==> config.mk <==
export PLATFORM = sky130hd
export DESIGN_NAME = hwpe_stream_sink_linear
export DESIGN_NICKNAME = d
export VERILOG_FILES = /design/src/rtl/hwpe_stream_sink_linear_pkg.sv /design/src/rtl/hwpe_stream_tcdm_grant_hold.sv /design/src/rtl/hwpe_stream_sink_linear.sv
export SDC_FILE = /design/constraint.sdc
export NUM_CORES = 1
export LEC_CHECK = 0
export BUFFER_PORTS_ARGS = -buffer_cell sky130_fd_sc_hd__buf_2
export CAP_MARGIN = 15
export CORE_UTILIZATION = 40
export DETAILED_ROUTE_END_ITERATION = 10
export GPL_TIMING_DRIVEN = 0
export PLACE_DENSITY = 0.71
export SYNTH_ARGS = -nofsm -noshare
export SYNTH_HDL_FRONTEND = slang
export SYNTH_HIERARCHICAL = 1
export SYNTH_SLANG_ARGS = --single-unit
==> constraint.sdc <==
create_clock -name clk_i -period 3.9 [get_ports clk_i]
set_clock_uncertainty 0.05 [all_clocks]
set_input_delay 0.78 -clock clk_i [delete_from_list [all_inputs] [get_ports clk_i]]
set_output_delay 0.78 -clock clk_i [all_outputs]
set_load 0.005 [all_outputs]
==> src/rtl/hwpe_stream_sink_linear_pkg.sv <==
// Shared types and constants for the linear stream sink (stream -> TCDM writer).
package hwpe_stream_sink_linear_pkg;

  localparam int unsigned TCDM_WORD_BYTES = 4;
  localparam int unsigned SINK_CNT_WIDTH  = 16;

  typedef enum logic [1:0] {
    StIdle    = 2'd0,
    StWorking = 2'd1,
    StDone    = 2'd2
  } state_sourcesink_t;

  typedef struct packed {
    logic                      req_start;
    logic [31:0]               base_addr;
    logic [SINK_CNT_WIDTH-1:0] trans_size;
  } ctrl_sink_linear_t;

  typedef struct packed {
    logic              ready_start;
    logic              done;
    state_sourcesink_t state;
    logic [7:0]        outstanding;
  } flags_sink_linear_t;

  // Population count of up to 32 request/response strobes.
  function automatic logic [7:0] count_ones(input logic [31:0] vec);
    logic [7:0] n;
    n = '0;
    for (int i = 0; i < 32; i++) begin
      n = n + {7'd0, vec[i]};
    end
    return n;
  endfunction

endpackage

==> src/rtl/hwpe_stream_tcdm_grant_hold.sv <==
// Per-port grant hold for multi-port TCDM masters: remembers ports already
// granted for the current beat so they are not requested again, and reports
// when every port has been granted (now or earlier).
module hwpe_stream_tcdm_grant_hold #(
  parameter int unsigned NB_PORTS = 1
) (
  input  logic                clk_i,
  input  logic                rst_i,
  input  logic                clear_i,
  input  logic [NB_PORTS-1:0] i_gnt,
  input  logic                i_handshake,
  output logic [NB_PORTS-1:0] o_hold,
  output logic                o_all_gnt
);

  logic [NB_PORTS-1:0] r_hold;

  // A port counts as served if granted this cycle or held from an earlier one.
  always_comb begin
    o_all_gnt = &(i_gnt | r_hold);
    o_hold    = r_hold;
  end

  // Capture early grants; drop all holds once the beat completes.
  always_ff @(posedge clk_i or posedge rst_i) begin
    if (rst_i) begin
      r_hold <= '0;
    end else if (clear_i || i_handshake) begin
      r_hold <= '0;
    end else begin
      r_hold <= r_hold | (i_gnt & {NB_PORTS{~o_all_gnt}});
    end
  end

endmodule

==> src/rtl/hwpe_stream_sink_linear.sv <==
// Linear stream sink: splits each stream beat into 32-bit words and writes
// them to consecutive TCDM addresses, counting beats up to trans_size.
// Optional macro HWPE_STREAM_SINK_WAIT_RVALID_EN: keep DONE until every
// granted write has been acknowledged by r_valid.
module hwpe_stream_sink_linear
  import hwpe_stream_sink_linear_pkg::*;
#(
  parameter int unsigned DATA_WIDTH    = 32,
  parameter int unsigned NB_TCDM_PORTS = DATA_WIDTH / 32,
  parameter int unsigned CNT_WIDTH     = SINK_CNT_WIDTH
) (
  input  logic                                clk_i,
  input  logic                                rst_i,
  input  logic                                clear_i,
  // TCDM master ports
  output logic [NB_TCDM_PORTS-1:0]            tcdm_req_o,
  output logic [NB_TCDM_PORTS-1:0][31:0]      tcdm_add_o,
  output logic [NB_TCDM_PORTS-1:0]            tcdm_wen_o,
  output logic [NB_TCDM_PORTS-1:0][3:0]       tcdm_be_o,
  output logic [NB_TCDM_PORTS-1:0][31:0]      tcdm_data_o,
  input  logic [NB_TCDM_PORTS-1:0]            tcdm_gnt_i,
  input  logic [NB_TCDM_PORTS-1:0]            tcdm_r_valid_i,
  input  logic [NB_TCDM_PORTS-1:0][31:0]      tcdm_r_data_i,
  // Input stream
  input  logic                                stream_valid_i,
  output logic                                stream_ready_o,
  input  logic [DATA_WIDTH-1:0]               stream_data_i,
  input  logic [DATA_WIDTH/8-1:0]             stream_strb_i,
  // Control / status
  input  ctrl_sink_linear_t                   ctrl_i,
  output flags_sink_linear_t                  flags_o
);

  localparam logic [31:0] BeatBytes = 32'(TCDM_WORD_BYTES * NB_TCDM_PORTS);

  state_sourcesink_t          r_state;
  logic [CNT_WIDTH-1:0]       r_cnt;
  logic [CNT_WIDTH-1:0]       r_size;
  logic [31:0]                r_addr;
  logic                       r_done;
  logic [7:0]                 w_outstanding;
  logic                       w_active;
  logic                       w_all_gnt;
  logic                       w_hs;
  logic [NB_TCDM_PORTS-1:0]   w_gnt;
  logic [NB_TCDM_PORTS-1:0]   w_hold;

  // A zero-length transfer never requests; it just passes through WORKING.
  assign w_active = (r_state == StWorking) && (r_size != '0);

  // Fan the current beat out over the ports, skipping already-granted ones.
  always_comb begin
    for (int unsigned ii = 0; ii < NB_TCDM_PORTS; ii++) begin
      tcdm_req_o[ii]  = w_active & stream_valid_i & ~w_hold[ii];
      tcdm_add_o[ii]  = r_addr + 32'(TCDM_WORD_BYTES * ii);
      tcdm_wen_o[ii]  = 1'b0;
      tcdm_be_o[ii]   = stream_strb_i[4*ii +: 4];
      tcdm_data_o[ii] = stream_data_i[32*ii +: 32];
    end
  end

  // Only grants for live requests count towards completing a beat.
  assign w_gnt          = tcdm_gnt_i & tcdm_req_o;
  assign stream_ready_o = w_active & w_all_gnt;
  assign w_hs           = stream_valid_i & stream_ready_o;

  hwpe_stream_tcdm_grant_hold #(
    .NB_PORTS (NB_TCDM_PORTS)
  ) u_grant_hold (
    .clk_i       (clk_i),
    .rst_i       (rst_i),
    .clear_i     (clear_i),
    .i_gnt       (w_gnt),
    .i_handshake (w_hs),
    .o_hold      (w_hold),
    .o_all_gnt   (w_all_gnt)
  );

  // Transfer sequencing: address/beat counters and the registered done pulse.
  always_ff @(posedge clk_i or posedge rst_i) begin
    if (rst_i) begin
      r_state <= StIdle;
      r_cnt   <= '0;
      r_size  <= '0;
      r_addr  <= '0;
      r_done  <= 1'b0;
    end else if (clear_i) begin
      r_state <= StIdle;
      r_cnt   <= '0;
      r_size  <= '0;
      r_addr  <= '0;
      r_done  <= 1'b0;
    end else begin
      r_done <= 1'b0;
      unique case (r_state)
        StIdle: begin
          if (ctrl_i.req_start) begin
            r_addr  <= ctrl_i.base_addr;
            r_size  <= CNT_WIDTH'(ctrl_i.trans_size);
            r_cnt   <= '0;
            r_state <= StWorking;
          end
        end
        StWorking: begin
          if (r_size == '0) begin
            r_state <= StDone;
          end else if (w_hs) begin
            r_cnt  <= r_cnt + 1'b1;
            r_addr <= r_addr + BeatBytes;
            if (r_cnt == r_size - 1'b1) begin
              r_state <= StDone;
            end
          end
        end
        StDone: begin
`ifdef HWPE_STREAM_SINK_WAIT_RVALID_EN
          if (w_outstanding == '0) begin
            r_state <= StIdle;
            r_done  <= 1'b1;
          end
`else
          r_state <= StIdle;
          r_done  <= 1'b1;
`endif
        end
        default: r_state <= StIdle;
      endcase
    end
  end

`ifdef HWPE_STREAM_SINK_WAIT_RVALID_EN
  logic [7:0] r_outstanding;
  logic       w_unused_rsp;

  // Writes in flight: grants issued minus responses returned, net per cycle.
  always_ff @(posedge clk_i or posedge rst_i) begin
    if (rst_i) begin
      r_outstanding <= '0;
    end else if (clear_i) begin
      r_outstanding <= '0;
    end else begin
      r_outstanding <= r_outstanding + count_ones(32'(w_gnt))
                       - count_ones(32'(tcdm_r_valid_i));
    end
  end

  assign w_outstanding = r_outstanding;
  assign w_unused_rsp  = ^tcdm_r_data_i;
`else
  logic w_unused_rsp;

  assign w_outstanding = '0;
  assign w_unused_rsp  = ^{tcdm_r_data_i, tcdm_r_valid_i};
`endif

  // Status towards the controller.
  always_comb begin
    flags_o.ready_start = (r_state == StIdle);
    flags_o.done        = r_done;
    flags_o.state       = r_state;
    flags_o.outstanding = w_outstanding;
  end

endmodule

==> results of run 1 <==
## power by group through the flow
stage / Clock, mW / Sequential [mW] / Combinational (mW)
2_1_floorplan: 0 / 0.804 / 0.334
3_3_place_gp: 0 / 0.815 / 0.495
3_5_place_dp: 0 / 0.817 / 0.504
4_1_cts: 0.877 / 0.805 / 0.506
5_1_grt: 0.915 / 0.813 / 0.561
6_report: 0.871 / 0.807 / 0.509
## cells by family (layout without fill, tap and decap cells)
family / count (synthesis) / after routing
other: 1 / 9
adder cells (fa/ha/maj): 4 / 4
AO/OA/AOI/OAI: 131 / 131
multiplexers: 1 / 1
AND/OR/NAND/NOR: 254 / 254
flip-flops: 68 / 68
buffers and inverters: 91 / 232
XOR/XNOR: 34 / 34
## registers in the layout, indices dropped and copies added, names as in the netlist
register and count:
r_addr 32, r_cnt 16, r_done 1, r_size 16, r_state 2, u_grant_hold/o_hold 1
## area by class of cell
| type | instances | area (µm²) | area share (%) |
|---|---|---|---|
| buffer | 80 | 513.0 | 8.749 |
| clock buffer | 12 | 246.5 | 4.204 |
| clock inverter | 2 | 60.06 | 1.024 |
| inverter | 11 | 43.79 | 0.7469 |
| multi-input combinational | 433 | 2484 | 42.36 |
| sequential | 68 | 1702 | 29.02 |
| tap | 143 | 178.9 | 3.052 |
| timing repair buffer | 127 | 635.6 | 10.84 |
## how the worst max path moves through the flow
stage                           from         to  cells after the start
after global placement    r_state[0]  r_addr[9]                     12
final                     r_state[0]  r_addr[9]                     12
after detailed placement  r_state[0]  r_addr[9]                     12
after global routing      r_state[0]  r_addr[9]                     12
after floorplan            r_size[0]  r_addr[8]                     15
after CTS                 r_state[0]  r_addr[9]                     12
## repair_timing
action	CTS	global route
setup endpoints to repair	0	21
hold buffers	0	0
gates resized for setup	0	6
setup buffers	0	0
## critical path, stage by stage (launching register included)
cell      delay (ns)
dfrtp_1         0.44
clkbuf_1        0.40
nor2b_1         0.51
and2_1          0.23
and3b_1         0.18
and2_1          0.13
or2_1           0.11
a41oi_1         0.26
nor2_2          0.44
clkbuf_1        0.41
o21ai_0         0.19
a22oi_1         0.17
nor2_1          0.06
## per-stage QoR
stage          cell area, µm²  hold slack (ns)  setup slack (ns)  std cells  utilization (%)
2_1_floorplan            4731           0.4484            0.9490        592                -
3_3_place_gp             5545           0.4595            0.1282        862            48.56
3_5_place_dp             5548           0.4613            0.1547        862            48.59
4_1_cts                  5854           0.2507            0.1221        876            51.27
5_1_grt                  5863           0.2601           0.01568        876            51.35
6_report                 5863           0.2560            0.1845        876            51.35
## placed cells by master (no fill, tap or decap), drive strengths merged, types with 7 or more instances in the layout
master | netlist | layout
a211oi | 9 | 9
a21oi | 42 | 42
a22oi | 8 | 8
and2 | 7 | 7
and3 | 7 | 7
buf | 53 | 180
clkbuf | 27 | 39
conb | 1 | 9
dfrtp | 68 | 68
inv | 10 | 10
nand2 | 93 | 93
nand3 | 22 | 22
nand4 | 14 | 14
nor2 | 50 | 50
nor3 | 15 | 15
nor4 | 8 | 8
o21ai | 29 | 29
o22ai | 8 | 8
xnor2 | 16 | 16
xor2 | 18 | 18
## layer usage
layer	GRT usage [%]	vias to the layer above	share of wire [%]
met5	0	-	0
met4	7.200	0	1.6
met3	4.995	18	8.2
met2	37.89	236	49
met1	29.55	2325	41
li1	-	2302	-
## Yosys cell counts, types with 6 or more instances
cell,number
a211oi_1,9
o22ai_1,8
buf_4,48
nand3_1,22
nor4_1,8
clkbuf_1,27
inv_1,10
nor2b_1,6
nand4_1,14
a21oi_1,42
dfrtp_1,68
and3_1,7
nand2_1,92
nor2_1,50
and2_1,6
o21ai_0,27
xor2_1,18
xnor2_1,16
a22oi_1,8
nor3_1,14
==> summary.md, run 1 <==
| Metric | Value |
|---|---|
| Full die area | `between 10,000 and 15,000 µm²` |
| ANT cells | `0` |
| Clock transition at path regs | `~0.06 ns` |
| Synth Area in XOR/XNOR | `6.335%` |
| HPWL after DPL | `slightly above 10,000 µm` |
| Root Driver | `clkbuf_16` |
| Max-Slew Margin vs Limit | `43.62%` |
| Clock network power share | `39.8%` |
| Run status | `complete, no violations` |
| Syn_area_per_cell | `8.049 µm²` |
| CTS tree | `yes` |
| Vias in the first global route | `4,579` |
| Period utilization | `95.27%` |
| Worst Setup End Kind | `flop` |
| Top cells by area, synth | `dfrtp_1 (36%), buf_4 (7.7%), nand2_1 (7.3%)` |
| Post-route minimum period | `between 3 and 4 ns` |
| Synth Area in Compound Gates | `17.78%` |
| Netlist cell types | `67` |
| Psw | `0.6480 mW` |
| Layout cell share with drive strength beyond 1 | `28.24%` |
| Post-synthesis simple-gate area fraction | `a little over a quarter` |
| Peak VDD IR | `214.3 µV` |
| Gpl congestion | `roughly 0.94` |
| Worst-skew pair later-pin latency | `between 0.3 and 0.4 ns` |
| 1st-pass router iterations | `4` |
| Routed length per instance | `15.93 µm` |
| Number of H-tree levels | `3` |
| Vias | `4,881` |
| Gr ovfl total | `0` |
| WP data arrival | `slightly below 4 ns` |
| Vias per std cell | `between 5 and 6` |
| Total power | `2.187 mW` |
| Die Height | `110.4 µm` |
| Final setup fails | `0` |
| Cell-internal power | `1.539 mW` |
| Fill count | `1,130` |
| Crit path launch type | `flop` |
| FMAX | `0.2691 GHz` |
| Pin count of the biggest net entering global routing | `68` |
| Floorplan core area | `11,420 µm²` |
| Yosys warnings | `6` |
| Antenna-violating nets left | `0` |
| Clock Path Buffers | `2` |
| Initial antenna violation count | `0` |
| Max FO, Critical Path | `10` |
| Fin. Hold Viols | `0` |
| Placement row count | `39` |
| I/O Pins | `between 200 and 250` |
| Setup_tns | `0 ns` |
| Register area share after synthesis | `36.20%` |
| Largest family of logic cells by synthesized area | `simple AND/OR/NAND/NOR gates` |
| Drt total wl | `between 10,000 and 15,000 µm` |
| WP data required | `4.05 ns` |
| FF-to-FF path depth | `12` |
| Clock sink count | `68` |
| Worst flop-to-flop path startpoint | `r_state[0]` |
| Yosys top cell by area | `dfrtp_1` |
| Flop pwr share | `36.9%` |
| Initial Utilization | `41.17%` |
| RR Endpoint | `r_addr[9]` |
| DRC marker count from the first detailed-route iteration | `325` |
| Synthesized-area fraction occupied by adder cells | `1.065%` |
| Worst Max-Slew Pin Slew | `0.8457 ns` |
| Area growth from synthesis to layout | `24.73%` |
| Comb pwr share | `23.3%` |
| Mapped Cells | `584` |
| PD cells | `373.0 nW/µm²` |
| EDFF count, synth | `0` |
| Buffers added on ports | `127` |
| CTS buffer count | `9` |
| Post-synthesis cell area | `4701 µm²` |
| Post-synthesis mux area share | `less than 1%` |
| Worst R2R Setup Slack | `0.18 ns` |
| Switch share | `between 20 and 30%` |
| Synth Register Bits | `68` |
| Lkg Pwr | `2.746 nW` |
| NumNets Final | `857` |
| Tot GR Track Use | `a little under a quarter` |
| Die width | `110.4 µm` |
| Slew Viols, Final | `0` |
| Synth Flop Type | `dfrtp_1` |
| Global-route wire length before repair | `about 23,000 µm` |
| FFs w/ async S/R, synth | `100.0%` |
| HP Class | `input pin to asynchronous set/reset pin` |
| RSZ-0062 raised after global routing | `false` |
| # DRC | `0` |
| Critical path class | `flop to flop` |
| Max-cap violations | `0` |
| Share of the synthesized area in the top cell type | `~36%` |
(Power assumes the default switching activity.)
==> inputs of run 2 (changes only) <==
--- a/config.mk
+++ b/config.mk
@@ -5,8 +5,9 @@
 export SDC_FILE = /design/constraint.sdc
 export NUM_CORES = 1
 export LEC_CHECK = 0
-export BUFFER_PORTS_ARGS = -buffer_cell sky130_fd_sc_hd__buf_2
+export BUFFER_PORTS_ARGS = -buffer_cell sky130_fd_sc_hd__clkbuf_2
 export CAP_MARGIN = 15
+export CORE_ASPECT_RATIO = 1.25
 export CORE_UTILIZATION = 40
 export DETAILED_ROUTE_END_ITERATION = 10
 export GPL_TIMING_DRIVEN = 0
==> run 2 against run 1 <==
  * Total power down 3.2%
  * Cell count down 0.80%
  * Wire length up 4.5%
  * Largest power group is now sequential cells
  * Highest routed layer unchanged
==> summary.md, run 2 (synthesis results as in run 1) <==
| Metric | Value |
|---|---|
| Root Driver | `clkbuf_16 (unchanged)` |
| Lkg Pwr | `2.734 nW (was 2.746 nW)` |
| RSZ-0062 raised after global routing | `true (was false)` |
| Gpl congestion | `0.9320 (was 0.9435)` |
| Die Height | `123.2 µm (was 110.4 µm)` |
| FF-to-FF path depth | `12 (unchanged)` |
| Max FO, Critical Path | `10 (unchanged)` |
| 1st-pass router iterations | `5 (was 4)` |
| Cell chain of the critical path | `clkbuf_1 -> nor2b_1 -> and2_1 -> and3b_1 -> and2_1 -> or2_1 -> a41oi_1 -> nor2_2 -> clkbuf_1 -> o21ai_0 -> a22oi_1 -> nor2_1 (unchanged)` |
| Setup Buffers After CTS | `0 (unchanged)` |
| WP data required | `4.05 ns (about the same)` |
| WP data arrival | `3.90 ns (was 3.87 ns)` |
| Final instance area | `5834 µm² (was 5863 µm²)` |
| Die width | `98.96 µm (was 110.4 µm)` |
| Worst flop-to-flop path startpoint | `r_state[0] (unchanged)` |
| Gr ovfl total | `0 (unchanged)` |
| PD cells | `362.8 nW/µm² (was 373.0 nW/µm²)` |
| Worst hold slack | `0.2446 ns (was 0.2560 ns)` |
| Crit path launch type | `flop (unchanged)` |
| Placement row count | `43 (was 39)` |
| ANT cells | `0 (unchanged)` |
| Biggest regs | `r_addr (32), r_cnt (16), r_size (16) (unchanged)` |
| Initial antenna violation count | `0 (unchanged)` |
| DRC marker count from the first detailed-route iteration | `310 (was 325)` |
| Run status | `complete, no violations (unchanged)` |
| FMAX | `0.2666 GHz (was 0.2691 GHz)` |
| Global-route wire length before repair | `22,990 µm (was 22,670 µm)` |
| Drt total wl | `14,580 µm (was 13,960 µm)` |
| Max-Slew Margin vs Limit | `42.50% (was 43.62%)` |
| Routed length per instance | `16.78 µm (was 15.93 µm)` |
| Period utilization | `96.19% (was 95.27%)` |
| Vias | `4,898 (was 4,881)` |
| Slowest cell on crit path | `clkbuf_1 (was nor2b_1)` |
| DP Area | `5538 µm² (was 5548 µm²)` |
| Peak VDD IR | `181.0 µV (was 214.3 µV)` |
| Tot GR Track Use | `24.51% (was 22.83%)` |
| Full die area | `12,190 µm² (about the same)` |
| Worst Setup End Kind | `flop (unchanged)` |
| Number of flip-flops under the largest register name | `32 (unchanged)` |
| Worst-skew pair later-pin latency | `0.34 ns (about the same)` |
| Number of H-tree levels | `3 (unchanged)` |
| CTS buffer count | `9 (unchanged)` |
| HP Class | `input pin to asynchronous set/reset pin (unchanged)` |
| Commonest non-fill, non-tap cell in the layout | `clkbuf_2 (was buf_2)` |
| RR Endpoint | `r_addr[9] (unchanged)` |
| Clock sink count | `68 (unchanged)` |
| Clock transition at path regs | `0.06 ns (about the same)` |
| Layout cell share with drive strength beyond 1 | `28.34% (was 28.24%)` |
| Pin count of the biggest net entering global routing | `68 (unchanged)` |
| Buffers added on ports | `127 (unchanged)` |
| Max-cap violations | `0 (unchanged)` |
| Biggest register | `r_addr (unchanged)` |
| Area growth from synthesis to layout | `24.12% (was 24.73%)` |
| CTS tree | `yes (unchanged)` |
| NumNets Final | `857 (unchanged)` |
| HPWL after DPL | `10,980 µm (was 10,280 µm)` |
| Vias per std cell | `5.636 (was 5.572)` |
| Critical path class | `flop to flop (unchanged)` |
| Antenna-violating nets left | `0 (unchanged)` |
| Worst Max-Slew Pin Slew | `0.8624 ns (was 0.8457 ns)` |
| Clock Path Buffers | `2 (unchanged)` |
| Worst R2R Setup Slack | `0.15 ns (was 0.18 ns)` |
| Post-route minimum period | `3.751 ns (was 3.715 ns)` |
| Initial Utilization | `41.80% (was 41.17%)` |
| Vias in the first global route | `4,661 (was 4,579)` |
| Slew Viols, Final | `0 (unchanged)` |
| Max incr delay on CP | `0.48 ns (was 0.51 ns)` |
| Floorplan core area | `11,240 µm² (was 11,420 µm²)` |
| I/O Pins | `206 (unchanged)` |
| Highest-count cells in the layout ignoring fill and taps | `clkbuf_2 (128), nand2_1 (92), dfrtp_1 (68) (was buf_2 (127), nand2_1 (92), dfrtp_1 (68))` |
| Fin. Hold Viols | `0 (unchanged)` |
| Final setup fails | `0 (unchanged)` |
| # DRC | `0 (unchanged)` |
[run 2: per-layer routing]
layer | part of all wire [%] | vias up | global-route usage [%]
li1 | - | 2305 | -
met1 | 39 | 2279 | 29.12
met2 | 50 | 270 | 42.09
met3 | 8.3 | 44 | 4.862
met4 | 3.3 | 0 | 12.78
met5 | 0 | - | 0
[run 2: report_power, final]
| part | internal, mW | leakage [nW] | switching [mW] |
|---|---|---|---|
| Clock | 0.496 | 0.145 | 0.301 |
| Sequential | 0.748 | 0.923 | 0.0602 |
| Combinational | 0.220 | 1.67 | 0.292 |
| Total | 1.46 | 2.73 | 0.654 |
[run 2: worst max-delay path by stage]
stage	startpoint	cells after the start	end	slack, ns
after floorplan	r_size[0]	15	r_addr[8]	0.95
after global placement	r_state[0]	12	r_addr[13]	0.20
after detailed placement	r_state[0]	12	r_addr[13]	0.22
after CTS	r_state[0]	12	r_addr[13]	0.20
after global routing	r_state[0]	12	r_addr[6]	-0.007
final	r_state[0]	12	r_addr[9]	0.15
[run 2: layout make-up]
type                    count  area, µm²
fillers                  1094       5410
multi-input cells         433       2484
flip-flops and latches     68       1702
repair buffers            127      635.6
plain buffers              80      511.7
clock buffers              14      284.0
well taps                 135      168.9
inverters                  11      43.79
clock inverters             1      5.005
[run 2: critical path, delay by kind of cell (launching register included)]
family          cells  cell delay (ns)
simple gates        7             1.57
compound gates      3             0.61
buf+inv             2             0.91
flops               1             0.46
[run 2: stage by stage]
step | std cells | setup TNS, ns | power [mW] | utilization [%] | worst slack [ns]
after detailed placement | 854 | 0 | 1.323 | 49.25 | 0.2224
final | 869 | 0 | 2.117 | 51.89 | 0.1487
after global routing | 869 | -0.007568 | 2.218 | 51.89 | -0.006662
after global placement | 854 | 0 | 1.312 | 49.23 | 0.2028
after CTS | 869 | 0 | 2.116 | 51.82 | 0.2003
after floorplan | 592 | 0 | 1.138 | - | 0.9490
[run 2: what timing repair did]
action                     4_1_cts  5_1_grt
setup endpoints to repair        0        9
hold buffers                     0        0
gates resized for setup          0        4
==> inputs of run 3 (changes only) <==
==> constraint.sdc (replaced) <==
create_clock -name clk_i -period 3.9 [get_ports clk_i]
set_clock_uncertainty 0.05 [all_clocks]
set_input_delay 0.195 -clock clk_i [delete_from_list [all_inputs] [get_ports clk_i]]
set_output_delay 0.195 -clock clk_i [all_outputs]
set_load 0.005 [all_outputs]
==> run 3 against run 2 <==
  * Total power hardly changed
  * Non-clock buffer count is 1 higher
  * Combinational power hardly changed
  * Via count is 0.14% lower
  * Register-to-register slack better by 0.02 ns
  * Fmax is 0.50% higher
==> summary.md, run 3 (synthesis results as in run 1) <==
| Metric | Value |
|---|---|
| Fin. Hold Viols | `0 (unchanged)` |
| Clock Path Buffers | `2 (unchanged)` |
| Slew Viols, Final | `0 (unchanged)` |
| Global-route wire length before repair | `23,030 µm (was 22,990 µm)` |
| Max incr delay on CP | `0.48 ns (about the same)` |
| ANT cells | `0 (unchanged)` |
| Number of H-tree levels | `3 (unchanged)` |
| HP Class | `input pin to flop (was input pin to asynchronous set/reset pin)` |
| I/O Pins | `206 (unchanged)` |
| Gpl congestion | `0.9320 (unchanged)` |
| CTS tree | `yes (unchanged)` |
| Psw | `0.6524 mW (was 0.6535 mW)` |
| Pin count of the biggest net entering global routing | `68 (unchanged)` |
| Worst hold slack | `0.01214 ns (was 0.2446 ns)` |
| Period utilization | `95.71% (was 96.19%)` |
| 1st-pass router iterations | `5 (unchanged)` |
| FF/Latch Area | `1702 µm² (unchanged)` |
| Gr ovfl total | `0 (unchanged)` |
| Multi-input gate area in the final layout | `2484 µm² (unchanged)` |
| Die width | `98.96 µm (unchanged)` |
| Final setup fails | `0 (unchanged)` |
| Vias in the first global route | `4,671 (was 4,661)` |
| Full die area | `12,190 µm² (unchanged)` |
| Run status | `complete, no violations (unchanged)` |
| Biggest register | `r_addr (unchanged)` |
| Drt total wl | `14,600 µm (was 14,580 µm)` |
| Worst Setup End Kind | `flop (unchanged)` |
| Post-route minimum period | `3.733 ns (was 3.751 ns)` |
| Buffers added on ports | `127 (unchanged)` |
| Final critical-path setup slack | `0.1673 ns (was 0.1487 ns)` |
| FMAX | `0.2679 GHz (was 0.2666 GHz)` |
| Fin cells | `870 (was 869)` |
| Floorplan core area | `11,240 µm² (unchanged)` |
| Routed length per instance | `16.78 µm (about the same)` |
| Clock transition at path regs | `0.06 ns (about the same)` |
| PD cells | `362.1 nW/µm² (was 362.8 nW/µm²)` |
| Placed cells | `854 (unchanged)` |
| Cell-internal power | `1.464 mW (was 1.463 mW)` |
| Final Util | `51.98% (was 51.89%)` |
| Initial Utilization | `41.80% (unchanged)` |
| Flop pwr share | `38.2% (about the same)` |
| Placement row count | `43 (unchanged)` |
| Clock network power share | `37.6% (about the same)` |
| Layout cell share with drive strength beyond 1 | `28.30% (was 28.34%)` |
| Vias | `4,891 (was 4,898)` |
| Worst-skew pair later-pin latency | `0.34 ns (about the same)` |
| DRC marker count from the first detailed-route iteration | `363 (was 310)` |
| Slowest cell on crit path | `nor2b_1 (was clkbuf_1)` |
| Max FO, Critical Path | `10 (unchanged)` |
| Switch share | `30.83% (was 30.87%)` |
| Crit path launch type | `flop (unchanged)` |
| Area growth from synthesis to layout | `24.33% (was 24.12%)` |
| Highest-count cells in the layout ignoring fill and taps | `clkbuf_2 (128), nand2_1 (92), dfrtp_1 (68) (unchanged)` |
| Total power | `2.116 mW (was 2.117 mW)` |
| Lkg Pwr | `2.739 nW (was 2.734 nW)` |
| Initial antenna violation count | `0 (unchanged)` |
| Final instance area | `5844 µm² (was 5834 µm²)` |
| Max-Slew Margin vs Limit | `42.71% (was 42.50%)` |
| Peak VDD IR | `183.2 µV (was 181.0 µV)` |
| Worst Max-Slew Pin Slew | `0.8593 ns (was 0.8624 ns)` |
| # DRC | `0 (unchanged)` |
| Max-cap violations | `0 (unchanged)` |
| CTS buffer count | `9 (unchanged)` |
| Tot GR Track Use | `24.55% (was 24.51%)` |
| WP data required | `4.05 ns (about the same)` |
| Vias per std cell | `5.622 (was 5.636)` |
| NumNets Final | `858 (was 857)` |
| DP Area | `5538 µm² (unchanged)` |
| Worst slack, placed | `0.2224 ns (unchanged)` |
| WP data arrival | `3.88 ns (was 3.90 ns)` |
| RSZ-0062 raised after global routing | `true (unchanged)` |
| Die Height | `123.2 µm (unchanged)` |
| Fill count | `1,095 (was 1,094)` |
| HPWL after DPL | `10,980 µm (unchanged)` |
| Biggest regs | `r_addr (32), r_cnt (16), r_size (16) (unchanged)` |
| Root Driver | `clkbuf_16 (unchanged)` |
| Number of flip-flops under the largest register name | `32 (unchanged)` |
| Clock sink count | `68 (unchanged)` |
| Antenna-violating nets left | `0 (unchanged)` |
| Comb pwr share | `24.2% (about the same)` |
| Commonest non-fill, non-tap cell in the layout | `clkbuf_2 (unchanged)` |
| Critical path class | `flop to flop (unchanged)` |
| Setup_tns | `0 ns (unchanged)` |
| Cell chain of the critical path | `clkbuf_1 -> nor2b_1 -> and2_1 -> and3b_1 -> and2_1 -> or2_1 -> a41oi_1 -> nor2_2 -> clkbuf_1 -> o21ai_0 -> a22oi_1 -> nor2_1 (unchanged)` |
[run 3: changes by cell type in the layout (fill, tap and decap cells not counted)]
cell | before | now
dlygate4sd3_1 | 0 | 1
[run 3: critical path, delay by kind of cell (launching register included)]
family,cells,cell delay [ns]
and+or+nand+nor,7,1.57
buffers and inverters,2,0.90
AOI/OAI and AO/OA,3,0.61
DFF,1,0.46
[run 3: area by class of cell]
| class | count | area share (%) |
|---|---|---|
| inverter | 11 | 0.7493 |
| clock inverter | 1 | 0.08563 |
| clock buffer | 14 | 4.860 |
| tap | 135 | 2.890 |
| sequential | 68 | 29.12 |
| multi-input combinational | 433 | 42.50 |
| timing repair buffer | 128 | 11.05 |
| buffer | 80 | 8.756 |
[run 3: what timing repair did]
action,CTS,global route
buffers inserted,0,0
endpoints found under the setup margin,0,9
hold endpoints to repair,1,0
resized for setup,0,4
hold buffers,1,0
[run 3: routing by layer]
| metal | vias up | routed length [µm] | track usage, % | part of all wire (%) |
|---|---|---|---|---|
| li1 | 2302 | - | - | - |
| met1 | 2296 | 5716 | 29.15 | 39 |
| met2 | 257 | 7301 | 42.18 | 50 |
| met3 | 36 | 1134 | 4.862 | 7.8 |
| met4 | 0 | 446 | 12.78 | 3.1 |
| met5 | - | 0 | 0 | 0 |
[run 3: worst paths after layout]
kind	slack, ns	start	to	cells after the start
min in group asynchronous	0.22	rst_i	u_grant_hold/o_hold	3
min reg2reg	0.48	r_addr[0]	r_addr[0]	2
max reg2reg	0.17	r_state[0]	r_addr[9]	12
min	0.01	clear_i	u_grant_hold/o_hold	2
max	0.17	r_state[0]	r_addr[9]	12
max in group asynchronous	2.68	rst_i	r_cnt[12]	3
[run 3: power by group through the flow]
| stage | clock network [mW] | logic (mW) | registers (mW) |
|---|---|---|---|
| after floorplan | 0 | 0.334 | 0.804 |
| after detailed placement | 0 | 0.506 | 0.818 |
| final | 0.796 | 0.512 | 0.808 |
| after global placement | 0 | 0.496 | 0.816 |
| after global routing | 0.838 | 0.565 | 0.815 |
| after CTS | 0.802 | 0.509 | 0.806 |
